[src/rtl/add_sub_seq.sv]
// add_sub_seq: chunk-serial adder/subtractor, CHUNK bits per clock,
// start/busy/done framing with carry, overflow and zero flags.
module add_sub_seq #(
  parameter int WIDTH = 8,
  parameter int CHUNK = 4
) (
  input  logic             clk,
  input  logic             rst,
  input  logic             start,
  input  logic             sub,
  input  logic [WIDTH-1:0] a,
  input  logic [WIDTH-1:0] b,
  output logic             busy,
  output logic             done,
  output logic [WIDTH-1:0] s,
  output logic             cout,
  output logic             ovf,
  output logic             zero
);

  localparam int NCHUNK = WIDTH / CHUNK;
  localparam int IW = (NCHUNK > 1) ? $clog2(NCHUNK) : 1;

  typedef enum logic [1:0] {
    IDLE,
    RUN,
    DONE
  } state_t;

  state_t r_state;
  state_t w_next;

  logic [WIDTH-1:0] r_a;
  logic [WIDTH-1:0] r_b;
  logic [WIDTH-1:0] r_work;
  logic [WIDTH-1:0] w_res;
  logic             r_carry;
  logic [IW-1:0]    r_idx;
  logic [CHUNK-1:0] w_sa;
  logic [CHUNK-1:0] w_sb;
  logic [CHUNK:0]   w_sum;
  logic             w_accept;
  logic             w_last;
  logic             w_ovf;

  assign w_accept = start && (r_state != RUN);
  assign w_last   = (r_idx == IW'(NCHUNK - 1));

  assign w_sa  = r_a[r_idx*CHUNK +: CHUNK];
  assign w_sb  = r_b[r_idx*CHUNK +: CHUNK];
  assign w_sum = {1'b0, w_sa} + {1'b0, w_sb}
               + {{CHUNK{1'b0}}, r_carry};

  always_comb begin
    w_res = r_work;
    w_res[r_idx*CHUNK +: CHUNK] = w_sum[CHUNK-1:0];
  end

  // carry into the MSB is recovered as a^b^s at that bit
  assign w_ovf = r_a[WIDTH-1] ^ r_b[WIDTH-1]
               ^ w_res[WIDTH-1] ^ w_sum[CHUNK];

  always_ff @(posedge clk) begin
    if (rst) r_state <= IDLE;
    else     r_state <= w_next;
  end

  always_comb begin
    w_next = r_state;
    unique case (r_state)
      IDLE:    if (start) w_next = RUN;
      RUN:     if (w_last) w_next = DONE;
      DONE:    w_next = start ? RUN : IDLE;
      default: w_next = IDLE;
    endcase
  end

  assign busy = (r_state == RUN);
  assign done = (r_state == DONE);

  always_ff @(posedge clk) begin
    if (rst) begin
      r_a     <= '0;
      r_b     <= '0;
      r_work  <= '0;
      r_carry <= 1'b0;
      r_idx   <= '0;
      s       <= '0;
      cout    <= 1'b0;
      ovf     <= 1'b0;
      zero    <= 1'b0;
    end else if (w_accept) begin
      r_a     <= a;
      r_b     <= b ^ {WIDTH{sub}};
      r_carry <= sub;
      r_idx   <= '0;
    end else if (r_state == RUN) begin
      r_work  <= w_res;
      r_carry <= w_sum[CHUNK];
      if (w_last) begin
        r_idx <= '0;
        s     <= w_res;
        cout  <= w_sum[CHUNK];
        ovf   <= w_ovf;
        zero  <= (w_res == '0);
      end else begin
        r_idx <= r_idx + 1'b1;
      end
    end
  end

endmodule

[config.mk]
export PLATFORM = sky130hd
export DESIGN_NAME = add_sub_seq
export DESIGN_NICKNAME = d
export VERILOG_FILES = /design/src/rtl/add_sub_seq.sv
export SDC_FILE = /design/constraint.sdc
export NUM_CORES = 1
export LEC_CHECK = 0
export BUFFER_PORTS_ARGS = -buffer_cell sky130_fd_sc_hd__buf_2
export CAP_MARGIN = 20
export CORE_AREA = 3 3 65 67
export CTS_BUF_LIST = sky130_fd_sc_hd__clkbuf_4 sky130_fd_sc_hd__clkbuf_8
export CTS_CLUSTER_DIAMETER = 60
export DETAILED_ROUTE_END_ITERATION = 8
export DIE_AREA = 0 0 68 70
export PLACE_DENSITY_LB_ADDON = 0.05
export REMOVE_ABC_BUFFERS = 1
export SYNTH_ARGS = -nofsm -noshare
export SYNTH_HDL_FRONTEND = slang
export SYNTH_SLANG_ARGS = --single-unit
[constraint.sdc]
create_clock -name clk -period 2.5 [get_ports clk]
set_input_delay 0.5 -clock clk [delete_from_list [all_inputs] [get_ports clk]]
set_output_delay 0.5 -clock clk [all_outputs]
set_load 0.01 [all_outputs]
Word-level counts from Yosys, hierarchy flattened

Cells that the tools add are included.

Add/sub/neg operators: 4
Equality and inequality tests: 5
Shifts and indexed selects: 4
Mux-type cells: 8
Bitwise operators: 5
Reduce and logical (&&, ||, !) cells: 8

Operators with widths:

| operator               | count |
|---|---|
| $neg 3->34             | 1 |
| $shift 4x34->8 const A | 1 |
| $shiftx 4x34->8        | 1 |
| $shiftx 8x4->4         | 2 |
| $bwmux 8               | 1 |
| $logic_not 8->1        | 1 |
| $xor 8x8->8            | 1 |
| $pmux 2 s3             | 1 |
| $add 4x4->5            | 1 |
| $add 5x1->5            | 1 |
| $mux 1                 | 4 |
| $mux 2                 | 2 |
| $ne 2x1->1 const B     | 2 |
| $reduce_and 2->1       | 2 |
| $reduce_and 3->1       | 1 |
| $xor 1x1->1            | 3 |
| $eq 2x1->1 const B     | 1 |
| $eq 2x2->1 const B     | 1 |
| $logic_not 2->1        | 1 |
| $ne 2x2->1 const B     | 1 |
| $reduce_bool 2->1      | 1 |
| $reduce_or 2->1        | 1 |
| $add 1x1->1 const B    | 1 |
| $logic_and 1x1->1      | 1 |
| $not 1->1              | 1 |

Bits in registers: 39
Bits of input ports: 20
Output and inout port bits: 13
Word-level logic and storage cells: 44

Depth between registers and ports, before layout

Depth in word-level cells: 7
Gate-level depth with buffers: 9
Mapped depth without buffers: 8

Worst setup path before layout

Ideal clock, no wire load.

Kind: register to register
From: reg r_idx
To: reg ovf
Setup time: 0.116 ns
Arrival time: 2.109 ns
Data required time: 2.384 ns
Slack: 0.276 ns
Stages on the path, launching flop included: 10
Buffers on the path: 1
Period minus slack after synthesis: 2.224 ns
Cell sequence: dfxtp_1 buf_2 mux2i_1 fa_1 inv_1 fa_1 nand3_1 nand3_1 a211o_1 a31o_1

Cells in the longest elaborated chain, start to end: 7
Elaborated cells between the ends (all ways): 11
Classes of those cells: add/sub: 3; shift: 4; mux: 1; bitwise: 2; reduce/logical: 1

RTL lines:

| item                              | line   | RTL |
|---|---|---|
| start: declaration                | 38     | `logic [IW-1:0] r_idx;` |
| start signal: assignment          | 107    | `r_idx <= r_idx + 1'b1;` |
| $shiftx 8x4->4 (on tied branches) | 49, 50 |  |
| $add 4x4->5                       | 51     | `assign w_sum = {1'b0, w_sa} + {1'b0, w_sb}` |
| $add 5x1->5                       | 52     | `+ {{CHUNK{1'b0}}, r_carry};` |
| $shiftx 4x34->8                   | 56     | `w_res[r_idx*CHUNK +: CHUNK] = w_sum[CHUNK-1:0];` |
| $bwmux 8                          | 56     |  |
| $xor 1x1->1 (2 in a row)          | 61     | `^ w_res[WIDTH-1] ^ w_sum[CHUNK];` |
| end signal: assignment            | 104    | `ovf <= w_ovf;` |
| end: declaration                  | 17     | `output logic ovf,` |

Parallel ways exist; a longest one is shown, timed or not.
A chain may end at the register's enable or synchronous reset.

Worst setup path after layout

Ends and elaborated chain as after synthesis.

==> flow_summary_export.csv <==
group,metric,value,unit
route,totalWireLength,3354,um
grt,grt_start_max_net_pins,36,
clocking,clock-root-buffer,"clkbuf_8",
critical_path,crit_type,"reg -> reg",
sta,tns,0,ps
grt,grt_first_pass_wirelength,5885,um
layout,fin_cells,263,
power_and_ir_drop,p_leak,0.8008,nW
sta,fin_crit_sh,0.9125,
power_and_ir_drop,total_power,1.283,mW
sta,hold_viol,0,
route,dr_total_vias,1331,
logic_synthesis,synth_top_family_by_area,"simple AND/OR/NAND/NOR gates",
layout,utilization,0.5139,
floorplanning,die_h,70,um
clocking,clk_pin_slew_worst_paths,70,ps
logic_synthesis,synthMuxAreaShare,0.06014,
critical_path,crit_arrival,2460,ps
route,postRouteAntennaNets,0,
route,drt-pass1-iter-count,4,
grt,antenna_found_initial,0,
layout,antenna-diode-count,0,
placement,post-place-cells,255,
floorplanning,boundaryPins,33,
floorplanning,dieArea,4760,um2
clocking,clock_latency,280,ps
sta,holdWs,451.6,ps
clocking,clkSinkCount,35,
power_and_ir_drop,peakVddDrop,0.0002240,V
hold_path,hp-class,"reg -> reg",
critical_path,rrSetupSlack,220,ps
power_and_ir_drop,clkPwrFrac,0.352,
clocking,cts_tree,"built",
sta,tightest_slew,616.4,ps
logic_synthesis,synthArstFlopShare,0,
logic_synthesis,ys_warn_count,0,
layout,drive_above_1_share,0.2512,
logic_synthesis,synth_top_cell_area_share,0.4318,
critical_path,reg2regPathDepth,8,
critical_path,slowest_stage,"dfxtp_2",
power_and_ir_drop,p_seq_frac,0.480,
clocking,hold_buffers,0,
clocking,cts_buffer_depth,2,
job,maxCapViolCount,0,
route,drt_iter0_markers,60,
grt,gr-usage-all-layers,0.1603,
critical_path,start_kind,"register",
layout,regArea,701.9,um2
power_and_ir_drop,p_int,0.9518,mW
layout,nNetsFinal,239,
clocking,htreeDepth,2,
logic_synthesis,synth_ff_type,"dfxtp_1",
logic_synthesis,synthCells,184,
critical_path,crit_path_max_incr_delay,460,ps
placement,numPortBuffers,32,
power_and_ir_drop,switching_share,0.2583,
sta,fmax,438.3,MHz
layout,nFillCells,392,
critical_path,crit_family,"adder cells",
layout,multiInputGateArea,839.6,um2
floorplanning,initial_utilization,0.4400,
critical_path,cp.depth,8,
layout,area_growth,16.81,%
logic_synthesis,yosysTopAreaCell,"dfxtp_1",
power_and_ir_drop,power.switching,0.3315,mW
critical_path,cp_max_fo,9,
logic_synthesis,seq_area_frac_synth,0.4318,
floorplanning,core_area,3689,um2
logic_synthesis,yosys.area_share.xor_xnor,0.05397,
floorplanning,die_x,68,um
status,status,"completed",
placement,post_dp_cell_area,1790,um2
hold_path,worstHoldPathCells,2,
logic_synthesis,synth-seq-cells,35,
logic_synthesis,syn_avg_cell_area,8.820,um2
route,drc,0,
logic_synthesis,synth_compound_area_frac,0.1696,
logic_synthesis,synthesis.area,1623,um2
sta,post-route-min-period,2281,ps
grt,overflow,0,
power_and_ir_drop,comb_power_share,0.168,
power_and_ir_drop,p_per_area,677.0,nW/um2
clocking,numCtsBuffers,5,
route,via_per_inst,5.061,
critical_path,cp_cell_sequence,"mux2i_1 > fa_1 > inv_1 > fa_1 > nand3_1 > nand3_1 > a211o_1 > a31o_1",
sta,clock_skew,2.291,ps
critical_path,cp-end-kind,"register",
critical_path,critPathRequiredTime,2680,ps
logic_synthesis,synthSimpleGateAreaFrac,0.1858,
logic_synthesis,synthAdderAreaFrac,0.04780,
sta,rsz0062_at_grt,"false",
placement,dpl_worst_slack,49.54,ps
layout,stdcell_area,1896,um2
floorplanning,rows,22,
logic_synthesis,yosys.cell_types.count,36,
logic_synthesis,synthTopCellsByArea,"dfxtp_1, nand2_1, a21oi_1, a211oi_1, nor2_1",
sta,worst_slack,218.7,ps
placement,place_congestion,0.7306,
sta,maxSlewHeadroom,0.5891,
logic_synthesis,synth_edf_count,0,
grt,grt_pass1_vias,1312,
critical_path,cp_num_buf_inv,1,
sta,final_max_slew_viol_count,0,
route,routedWlPerCell,12.75,um
placement,dp_hpwl,2548,um
sta,finalSetupViolations,0,
## cells in the mapped netlist (2+ instances only)
cell type	n
o21a_1	3
a21oi_1	20
a211oi_1	11
nor2b_1	2
nand3_1	4
inv_1	4
clkbuf_1	4
mux2i_1	3
xnor2_1	8
nor3_1	3
ha_1	3
fa_1	2
and2_1	2
buf_2	3
o21ai_0	2
xor2_1	2
nor2_1	19
buf_6	3
dfxtp_1	35
mux2_2	6
nand2_1	30
## path summary, 6_finish.rpt
kind	startpoint	to
worst max-delay path	r_idx$_SDFFE_PP0P_	ovf$_SDFFE_PP0P_
worst min-delay path	s[0]$_SDFFE_PP0P_	s[0]$_SDFFE_PP0P_
worst max register to register	r_idx$_SDFFE_PP0P_	ovf$_SDFFE_PP0P_
worst min register to register	s[0]$_SDFFE_PP0P_	s[0]$_SDFFE_PP0P_
## area by class of cell
cell class                 instances  area share
sequential                        35      0.3703
clock buffer                       8     0.05479
timing repair buffer              34     0.09241
multi-input combinational        134      0.4429
inverter                           4    0.007921
tap                               48     0.03168
## worst reg2reg max path, cell delays in order (launching register included)
cell and delay (ps):
dfxtp_2 460, mux2i_1 290, fa_1 240, inv_1 60, fa_1 400, nand3_1 150, nand3_1 110, a211o_1 270
a31o_1 210
## logic make-up (layout without fill, tap and decap cells)
family | count (synthesis) | after routing
simple gates | 67 | 67
compound gates | 43 | 43
flops | 35 | 35
buf+inv | 15 | 46
xor+xnor | 10 | 10
mux | 9 | 9
fa+ha+maj | 5 | 5
## power groups by stage
stage / sequential, mW / clock [mW] / combinational, mW
3_3_place_gp: 0.629 / 0 / 0.211
2_1_floorplan: 0.625 / 0 / 0.145
4_1_cts: 0.616 / 0.466 / 0.219
3_5_place_dp: 0.629 / 0 / 0.218
5_1_grt: 0.622 / 0.485 / 0.246
6_report: 0.617 / 0.451 / 0.215
## layout by cell type, fill, tap and decap left out, drive strengths merged, types with 3 or more instances in the layout
cell type,instances
and2,3
mux2,6
o21a,3
nor2,19
clkbuf,8
ha,3
xnor2,8
a21oi,20
nand2,30
a211oi,11
buf,34
dfxtp,35
inv,4
nor3,3
nand3,4
mux2i,3
## layer usage
metal  routed length (um)  vias to the layer above  track usage
met1                 1500                      605       0.2070
met3                  155                        7      0.03859
li1                     -                      693            -
met2                 1628                       26       0.2430
met4                   70                        0      0.08168
met5                    0                        -            0
## state kept, by name (all words and copies together) (netlist names)
signal	cells
cout	1
ovf	1
r_a	8
r_b	8
r_carry	1
r_idx	1
r_state	2
r_work	4
s	8
zero	1
## repair_timing
item,CTS,global route
endpoints found under the setup margin,0,2
resized for setup,0,1
buffers inserted,0,0
No activity file was read; power rests on OpenSTA's default activity.
